<file path="src/rtl/piso_pkg.sv">
// rtl/piso_pkg.sv - shared types and defaults for the PISO transmitter family
package piso_pkg;

   typedef enum logic [1:0] {
      PISO_IDLE   = 2'd0,
      PISO_SHIFT  = 2'd1,
      PISO_PARITY = 2'd2
   } piso_state_e;

   localparam int PISO_WIDTH_DEF = 32;
   localparam int PISO_CNT_W     = $clog2(PISO_WIDTH_DEF);

endpackage

</file>
<file path="src/rtl/piso_bit_counter.sv">
// rtl/piso_bit_counter.sv - beat counter for bit-serial blocks; last flags the final beat of a WIDTH-bit word
module piso_bit_counter
   import piso_pkg::*;
#(
   parameter int WIDTH = PISO_WIDTH_DEF,
   parameter int CNT_W = PISO_CNT_W
)
(
   input  logic             clk,
   input  logic             rst_n,
   input  logic             clr,
   input  logic             inc,
   output logic [CNT_W-1:0] count,
   output logic             last
);

   // clr wins over inc so the final beat returns the counter to zero rather than wrapping
   always_ff @(posedge clk or negedge rst_n) begin
      if (!rst_n) begin
         count <= '0;
      end else if (clr) begin
         count <= '0;
      end else if (inc) begin
         count <= count + CNT_W'(1);
      end
   end

   assign last = (count == CNT_W'(WIDTH - 1));

endmodule

</file>
<file path="src/rtl/piso_shift_register_32bit.sv">
// rtl/piso_shift_register_32bit.sv - MSB-first parallel-in serial-out transmitter with load handshake
// Define PISO_PARITY_EN to append one even-parity beat after the data word.
module piso_shift_register_32bit
   import piso_pkg::*;
#(
   parameter int WIDTH = PISO_WIDTH_DEF
)
(
   input  logic             clk,
   input  logic             rst_n,
   input  logic             en,
   input  logic             load_valid,
   input  logic [WIDTH-1:0] load_data,
   output logic             load_ready,
   output logic             serial_out,
   output logic             serial_valid,
   output logic             busy,
   output logic             done
);

   localparam int CNT_W = $clog2(WIDTH);

   piso_state_e      state;
   logic [WIDTH-1:0] sreg;
   logic [CNT_W-1:0] beat_cnt;
   logic             beat_last;
   logic             accept;
   logic             shift_beat;
   logic             cnt_clr;

   assign accept     = (state == PISO_IDLE) && load_valid;
   assign shift_beat = (state == PISO_SHIFT) && en;
   assign cnt_clr    = (state == PISO_IDLE) || (shift_beat && beat_last);

   piso_bit_counter #(
      .WIDTH (WIDTH),
      .CNT_W (CNT_W)
   ) u_bit_counter (
      .clk   (clk),
      .rst_n (rst_n),
      .clr   (cnt_clr),
      .inc   (shift_beat),
      .count (beat_cnt),
      .last  (beat_last)
   );

   always_ff @(posedge clk or negedge rst_n) begin
      if (!rst_n) begin
         state <= PISO_IDLE;
         sreg  <= '0;
         done  <= 1'b0;
      end else begin
         done <= 1'b0;
         case (state)
            PISO_IDLE: begin
               if (load_valid) begin
                  sreg  <= load_data;
                  state <= PISO_SHIFT;
               end
            end
            PISO_SHIFT: begin
               if (en) begin
                  sreg <= {sreg[WIDTH-2:0], 1'b0};
                  if (beat_last) begin
`ifdef PISO_PARITY_EN
                     state <= PISO_PARITY;
`else
                     state <= PISO_IDLE;
                     done  <= 1'b1;
`endif
                  end
               end
            end
`ifdef PISO_PARITY_EN
            PISO_PARITY: begin
               if (en) begin
                  state <= PISO_IDLE;
                  done  <= 1'b1;
               end
            end
`endif
            default: state <= PISO_IDLE;
         endcase
      end
   end

`ifdef PISO_PARITY_EN
   // parity is taken from the word as loaded, since sreg has been shifted empty by the parity beat
   logic parity_bit;

   always_ff @(posedge clk or negedge rst_n) begin
      if (!rst_n) begin
         parity_bit <= 1'b0;
      end else if (accept) begin
         parity_bit <= ^load_data;
      end
   end

   always_comb begin
      serial_out = 1'b0;
      case (state)
         PISO_SHIFT:  serial_out = sreg[WIDTH-1];
         PISO_PARITY: serial_out = parity_bit;
         default:     serial_out = 1'b0;
      endcase
   end
`else
   always_comb begin
      serial_out = 1'b0;
      if (state == PISO_SHIFT) begin
         serial_out = sreg[WIDTH-1];
      end
   end
`endif

   assign load_ready   = (state == PISO_IDLE);
   assign busy         = (state != PISO_IDLE);
   assign serial_valid = busy && en;

   // the counter must sit at zero whenever no frame is in flight
   a_cnt_idle_zero: assert property (@(posedge clk) disable iff (!rst_n)
      (state == PISO_IDLE) |-> (beat_cnt == '0));

   logic unused_accept;
   assign unused_accept = accept;

endmodule
</file>
<file path="config.mk">
export PLATFORM = sky130hd
export DESIGN_NAME = piso_shift_register_32bit
export DESIGN_NICKNAME = d
export VERILOG_FILES = /design/src/rtl/piso_pkg.sv /design/src/rtl/piso_bit_counter.sv /design/src/rtl/piso_shift_register_32bit.sv
export SDC_FILE = /design/constraint.sdc
export NUM_CORES = 1
export LEC_CHECK = 0
export ABC_AREA = 1
export ABC_CLOCK_PERIOD_IN_PS = 1600
export CORE_MARGIN = 2
export CORE_UTILIZATION = 37
export DETAILED_ROUTE_END_ITERATION = 10
export GPL_TIMING_DRIVEN = 0
export SLEW_MARGIN = 20
export SYNTH_ARGS = -nofsm -noshare
export SYNTH_HDL_FRONTEND = slang
export SYNTH_SLANG_ARGS = --single-unit
</file>
<file path="constraint.sdc">
create_clock -name clk -period 1.6 [get_ports clk]
set_input_delay 0.48 -clock clk [delete_from_list [all_inputs] [get_ports clk]]
set_output_delay 0.48 -clock clk [all_outputs]
set_load 0.01 [all_outputs]
</file>
# Word-level counts from Yosys, hierarchy flattened
# Cells that the tools add are included.
# word_totals
wordCells	33
ff_bits	40
# classes
reduce_logical	10
n_mux	13
n_eq_ne	5
n_addsub	1
# ops
operator	n
$mux 32	2
$pmux 32 s2	1
$mux 5	2
$mux 2	3
$ne 2x2->1 const B	3
$reduce_and 3->1	2
$reduce_bool 2->1	3
$add 5x1->5 const B	1
$eq 5x5->1 const B	1
$mux 1	4
$pmux 2 s2	1
$logic_and 1x1->1	3
$eq 2x1->1 const B	1
$logic_not 2->1	1
$logic_or 1x1->1	1

# Logic depth before layout (Yosys ltp)
# Gate-level depths: netlist of the first run.
# logic_depth
depth_word	5
mapped_depth	7

# Modules after synthesis
# Synthesis of the first run repeated with hierarchy kept, for this count alone.
# unflattened
cells_unflattened	281
hier_area_um2	2057.0
# modules_own_cells
mod	cells_per_inst	instances	area_per_inst_um2	seq_area_each_um2
piso_shift_register_32bit	250	1	1786.7	850.8
piso_bit_counter	31	1	270.3	125.1

# Worst setup path after synthesis of the first run
# OpenSTA, ideal clock, no wires.
# synth_timing
kind	register -> output
startpoint	register state[0]
endpoint	output serial_valid
arrival_ns	0.925
slack_ns	0.195
required_time_ns	1.120
stages_incl_launch_ff	5
path_cell_list	dfrtp_1 > buf_6 > nand2_4 > buf_2 > inv_1
# synth_via
elab_chain_len	2
# synth_lines
element	line_no	rtl
start: declaration	piso_shift_register_32bit.sv:23	piso_state_e state;
start signal: assignment	piso_shift_register_32bit.sv:49	state <= PISO_IDLE;
start signal: assignment	piso_shift_register_32bit.sv:58	state <= PISO_SHIFT;
start signal: assignment	piso_shift_register_32bit.sv:68	state <= PISO_IDLE;
$reduce_bool 2->1	piso_shift_register_32bit.sv:117	assign busy = (state != PISO_IDLE);
$logic_and 1x1->1	piso_shift_register_32bit.sv:118	assign serial_valid = busy && en;
end: declaration	piso_shift_register_32bit.sv:16	output logic serial_valid,
# No other way between the ends.

# Worst setup path in the final report of the first run
# Ends and elaborated chain as after synthesis.

==> metrics.txt, run 1 <==
status=finished, violations left; failing checks=setup timing; min-delay worst type=in -> async; Die Ht=between 70 and 80 um; f_max=612.4 MHz; Iteration-0 DRC Markers=95; vias in the first global route=~1,700; CTS tree=yes; clk buf depth=2; yosys warns=0; mean post-synth cell area=slightly above 7 um2; row cnt=27; nets@finish=between 300 and 400; grt met3 use=under 10%; clk slew on worst S/H paths=about 0.07 ns; CP delay by family, top=buffers and inverters; net count after synthesis=321; Max Slew Vio Count=0; Final Skew=between 0.007 and 0.008 ns; Crit Path Max Fanout=3; Sink Count=39; Skew-Pair Late Insertion Delay=0.29 ns; Rel. slew slack=approximately 80%; DR vias=approximately 1,900; core area=5439 um2; vias per inst=4.593; met2 Track Usage GR=approximately a quarter; post-DP HPWL=about 3.1 mm; crit end category=output pin; gpl congestion=~0.79; Setup Total Neg Slack=-0.05453 ns; crit-path max cell delay=roughly 0.40 ns; antenna violations before repair=0; sequence of cells on the critical path=buf_6, buf_6, nand2_4, inv_2, buf_6; PwrDens=1272 nW/um2; Inst Count DP=396; Port Buffers=40; fillers=a little under 600; Total Die Area=6161 um2; placed standard-cell area=approximately 2600 um2; Max H-tree Level=2; Worst Path Arrival=1.15 ns; final count of negative-setup-slack endpoints=2; drt wl/cell=11.63 um; M1 GR Usage=21.98%; Setup crit start kind=flop; Ports=41; Place WS=-0.8607 ns; Initial Util=approximately 38%; LEAKAGE=~0.0015 uW; count of buffer and inverter cells on the critical path=4; worst-margin pin slew=just under 0.3 ns; Tmin final=approximately 1.6 ns; DRT Wirelength=between 4 and 5 mm; setup ws final=-0.03292 ns; worst r2r path cells=7; antenna-violating nets left=0; largest net degree at the start of global routing=30; max_cap viols=0; crit path kind=reg -> out; Final Hold Viols=0; first-pass GRT wire length=between 7 and 8 mm; post-synthesis instance area=around 2100 um2; Syn Inst Count=approximately 280; CTS root buf=clkbuf_8; drt pass-1 iters=4; Area Growth Syn to Fin=31.57%; critical path data required time=between 1 and 1.5 ns; Finished Layout Cells=between 400 and 500; register area=~980 um2; Yosys cell types=18; Max VDD drop=around 0.58 mV; Tcrit/Tclk final=102.1%; sequential cell area fraction in the yosys report=a little under half; Crit. path cell count=5; Hold Worst Slack=roughly 0.073 ns; CTS Hold Buffers Added=0; register bit total from synthesis=39; number of remaining DRC errors=0; Most Used Layer, Global Route=met2; area of the multi-input gates=roughly 940 um2; most used cell, CP=buf_6; post-route cell area=between 2000 and 3000 um2; overall routing resource usage=around 16%; CTS Buf Count=5; CP max stage cell=dfrtp_1; RSZ-0062 raised after global routing=true; layout cells sized above 1=12.50%; gr ovfl total=0; Die W=~80 um; # diodes=0
## cells in the mapped netlist
library cell    n  area share [%]
inv_6           1            0.43
dfrtp_1        39              48
nor2_1          2            0.37
nand2_4         3             1.6
o31ai_1         1            0.37
nor3_1          1            0.24
buf_2           9             2.2
a21oi_1         1            0.24
o21ai_0         1            0.24
nand2_1       172              31
ha_1            2             1.2
nand3b_1        1            0.37
inv_1           6             1.1
buf_4           2            0.73
nand4_1         1            0.30
nor2_2          1            0.30
nand3_1        35             8.5
buf_6           5             2.7
## final timing paths
check | startpoint | to | slack, ns
max in group asynchronous | rst_n | sreg[24]$_DFFE_PN0P_ | 1.09
max | state[0]$_DFFE_PN0P_ | serial_valid | -0.03
max reg2reg | state[0]$_DFFE_PN0P_ | sreg[18]$_DFFE_PN0P_ | 0.13
min reg2reg | sreg[22]$_DFFE_PN0P_ | sreg[22]$_DFFE_PN0P_ | 0.51
min in group clk | sreg[22]$_DFFE_PN0P_ | sreg[22]$_DFFE_PN0P_ | 0.51
min | rst_n | sreg[28]$_DFFE_PN0P_ | 0.07
## stage by stage
step           power, uW  util (%)
2_1_floorplan       2412         -
3_3_place_gp        2751     46.77
3_5_place_dp        2781     47.04
4_1_cts             3447     49.30
5_1_grt             3732     49.67
6_report            3436     49.67
## cell type report
class | instances | area share [%]
Sequential cell | 39 | 36.13
Timing Repair Buffer | 50 | 18.11
Multi-Input combinational cell | 221 | 34.78
Buffer | 13 | 3.520
Inverter | 7 | 1.436
Clock buffer | 6 | 2.686
Tap cell | 72 | 3.335
## kinds of logic (layout without fill, tap and decap cells)
family	Yosys count	after routing	share of synthesized area, %
simple gates	216	216	43.21
flops	39	39	47.53
buf+inv	23	76	7.190
compound gates	3	3	0.8528
fa+ha+maj	2	2	1.219
## layer usage
metal  share of wire, %  wire length (um)
met5                  0                 0
met4                1.4                68
met3                4.3               203
met2                 47              2226
met1                 47              2246
## placed cells by master, fill, tap and decap left out
cell / synthesis / routed
nor2_2: 1 / 1
nand2_4: 3 / 4
inv_2: 0 / 2
buf_6: 5 / 7
clkbuf_1: 0 / 1
clkbuf_8: 0 / 5
buf_12: 0 / 2
a21oi_1: 1 / 1
nor2_1: 2 / 2
nand3_1: 35 / 35
nand3b_1: 1 / 1
dlygate4sd2_1: 0 / 2
clkbuf_2: 0 / 1
clkdlybuf4s50_1: 0 / 33
nor3_1: 1 / 1
ha_2: 0 / 1
buf_4: 2 / 9
ha_1: 2 / 1
dfrtp_1: 39 / 39
nand2_1: 172 / 171
nand4_1: 1 / 1
buf_2: 9 / 9
o21ai_0: 1 / 1
clkinv_8: 0 / 1
inv_1: 6 / 4
o31ai_1: 1 / 1
## worst reg2reg max path: cells and delay by family (launching register included)
| family | cells | cell delay, ns |
|---|---|---|
| and+or+nand+nor | 3 | 0.25 |
| DFF | 1 | 0.40 |
| buffers and inverters | 4 | 0.78 |
## where the power goes
group	switching, uW	total (uW)	internal (uW)	leakage [uW]
clock	318	609	291	0.0000371
sequential	222	1580	1360	0.000529
combinational	659	1240	585	0.000928
## what timing repair did
item	CTS	global route
gates resized for setup	21	9
gates cloned	0	0
setup buffers	6	3
setup endpoints to repair	5	4
pin swaps	1	0
## registers in the layout (all words and copies together) (netlist names)
signal	count
state	1
u_bit_counter.count	5
sreg	32
done	1
(Power assumes the default switching activity.)
==> run 2: changes to the inputs <==
- ABC_CLOCK_PERIOD_IN_PS: 1600 -> not set
- SYNTH_HIERARCHICAL: not set -> 1
==> run 2 against run 1 <==
Against the previous run:
- the flow still finishes with violations (setup timing)
- fmax down 4.6%
- sequential power decreased by 8%
- final area is 3.6% higher
- core utilization increased by 1.8 points
- global-route usage is 0.30 points higher
- largest power group unchanged
==> metrics.txt, run 2 <==
worst-margin pin slew=0.4557 ns; number of remaining DRC errors=0; DRT met1 WL=approximately 2.3 mm; setup ws final=-0.1121 ns; Regs by FF count=sreg x32, u_bit_counter/count x5; sequential cell area fraction in the yosys report=a little under half; DR top layer=met4; RSZ-0062 raised after global routing=true; gr ovfl total=0; Yosys cell types=18; nets@finish=377; Final Skew=0.007135 ns; Rel. slew slack=slightly below 70%; Syn Inst Count=281; worst r2r path cells=10; fillers=561; Die Ht=roughly 79 um; CP endpoint=serial_valid; Setup Total Neg Slack=-0.1145 ns; Die W=just under 80 um; top post-synthesis cells by area=dfrtp_1 47%, nand2_1 30%, nand3_1 8.5%, buf_6 2.2%, buf_4 1.8%; Post-synth EDFFs=0; Area Growth Syn to Fin=36.01%; failing checks=setup timing; crit-path max cell delay=~0.4 ns; max reg flops=32; Iteration-0 DRC Markers=around 140; gpl congestion=roughly 0.8; yosys warns=6; antenna-violating nets left=0; Crit. path cell count=6; Ports=41; max_cap viols=0; clk slew on worst S/H paths=0.08 ns; crit end category=output pin; Final Util=~50%; Top FF cell, synth=dfrtp_1; CTS root buf=clkbuf_8; register bit total from synthesis=39; net count after synthesis=319; # diodes=0; CP max stage cell=dfrtp_1; Sink Count=39; Inst Count DP=roughly 390; routed wl met2=2.122 mm; antenna violations before repair=0; post-DP HPWL=around 3.1 mm; Max Slew Vio Count=0; Port Buffers=40; clk buf depth=2; Skew-Pair Late Insertion Delay=0.29 ns; Tmin final=roughly 1.7 ns; Place WS=-0.9526 ns; drt pass-1 iters=4; LEAKAGE=0.001522 uW; DRT Wirelength=4.697 mm; Finished Layout Cells=between 400 and 500; PwrDens=roughly 1100 nW/um2; largest net degree at the start of global routing=23; drt wl/cell=11.43 um; Largest Register=sreg; met3 wire length=268 um; sequence of cells on the critical path=buf_6, buf_6, nand2_4, buf_8, inv_8, buf_6; Worst Path Arrival=between 1 and 1.5 ns; overall routing resource usage=approximately 16%; min-delay worst type=in -> async; Total Die Area=6172 um2; Tot Pwr=3160 uW; top-area cell type share of the netlist area=roughly 47%; reg2reg start=u_bit_counter/count[0]$_DFFE_PN0P_; Max H-tree Level=2; most frequent cell after synthesis=nand2_1; Initial Util=between 30% and 40%; vias in the first global route=between 1,500 and 2,000; final count of negative-setup-slack endpoints=2; CTS Buf Count=5; CP delay by family, top=buffers and inverters; CTS tree=yes; register area=975.9 um2; Max VDD drop=approximately 0.6 mV; first-pass GRT wire length=approximately 8.0 mm; Final Hold Viols=0; Synth async-reset ratio=100.0%; Crit Path Max Fanout=3; layout cells sized above 1=approximately 16%; f_max=584.1 MHz; core area=~5400 um2; most frequent cells in the layout=165 x nand2_1, 39 x dfrtp_1, 35 x nand3_1; Commonest cells post-synth=166 x nand2_1, 39 x dfrtp_1, 35 x nand3_1; commonest non-fill, non-tap cell in the layout=nand2_1; DR vias=roughly 1,900; vias per inst=4.589; area of the multi-input gates=960.9 um2; crit path kind=reg -> out; most used cell, CP=buf_6; row cnt=27; Tcrit/Tclk final=107.0%; status=finished, violations left; Synth area leader=dfrtp_1; Setup crit start kind=flop; mean post-synth cell area=roughly 7.3 um2; R2R setup slack=roughly 0.03 ns; count of buffer and inverter cells on the critical path=5; critical path data required time=1.12 ns; reg2reg end=u_bit_counter/count[3]$_DFFE_PN0P_; Crit. Startpoint=state[0]$_DFFE_PN0P_; post-synthesis instance area=approximately 2100 um2
==> run 2: cell types whose count changed in the layout (fill, tap and decap cells not counted), sizes merged <==
cell / change
buf: +4
a21oi: +2
nor2: +3
nand4: -1
nand3: +1
o31ai: -1
inv: +2
nor3: -1
nand2: -6
nand3b: -1
o21ai: +1
==> run 2: cell type report <==
type	instances	area share, %
clock inverters	1	0.1789
repair buffers	53	18.60
multi-input cells	218	34.35
plain buffers	14	4.204
clock buffers	6	2.952
well taps	72	3.220
inverters	8	1.610
flip-flops and latches	39	34.88
==> run 2: worst min-delay path by stage <==
stage	startpoint	end
CTS	rst_n	sreg[8]$_DFFE_PN0P_
global placement	u_bit_counter/count[4]$_DFFE_PN0P_	u_bit_counter/count[4]$_DFFE_PN0P_
detailed placement	rst_n	sreg[8]$_DFFE_PN0P_
finish	rst_n	sreg[8]$_DFFE_PN0P_
global route	rst_n	sreg[8]$_DFFE_PN0P_
floorplan	rst_n	done$_DFF_PN0_
==> run 2: metal layers <==
metal | vias to the layer above | GRT usage, %
met1 | 851 | 22.50
met2 | 50 | 25.30
met4 | 0 | 4.912
met3 | 2 | 4.483
li1 | 983 | -
met5 | - | 0
==> run 2: what timing repair did <==
action	CTS	global route
hold buffers	0	0
setup buffers	8	4
cloned	0	0
pin swaps	1	1
resized for setup	28	18
setup endpoints to repair	8	18
==> run 2: kinds of logic (layout without fill, tap and decap cells) <==
| group | Yosys count | after routing | synth area share [%] |
|---|---|---|---|
| AOI/OAI and AO/OA | 5 | 5 | 1.399 |
| adders and majority gates | 2 | 2 | 1.216 |
| buffers and inverters | 24 | 82 | 7.300 |
| DFF | 39 | 39 | 47.45 |
| and+or+nand+nor | 211 | 211 | 42.64 |
==> run 2: stage by stage <==
stage / hold WS [ns] / instance area, um2
global route: 0.1419 / 2798
global placement: 0.4631 / 2547
CTS: 0.1315 / 2740
detailed placement: 0.4576 / 2570
floorplan: 0.1844 / 2057
finish: 0.1290 / 2798
==> run 2: report_power, final <==
part           switching (uW)  internal, uW
registers                 168          1280
clock network             333           338
logic                     538           498
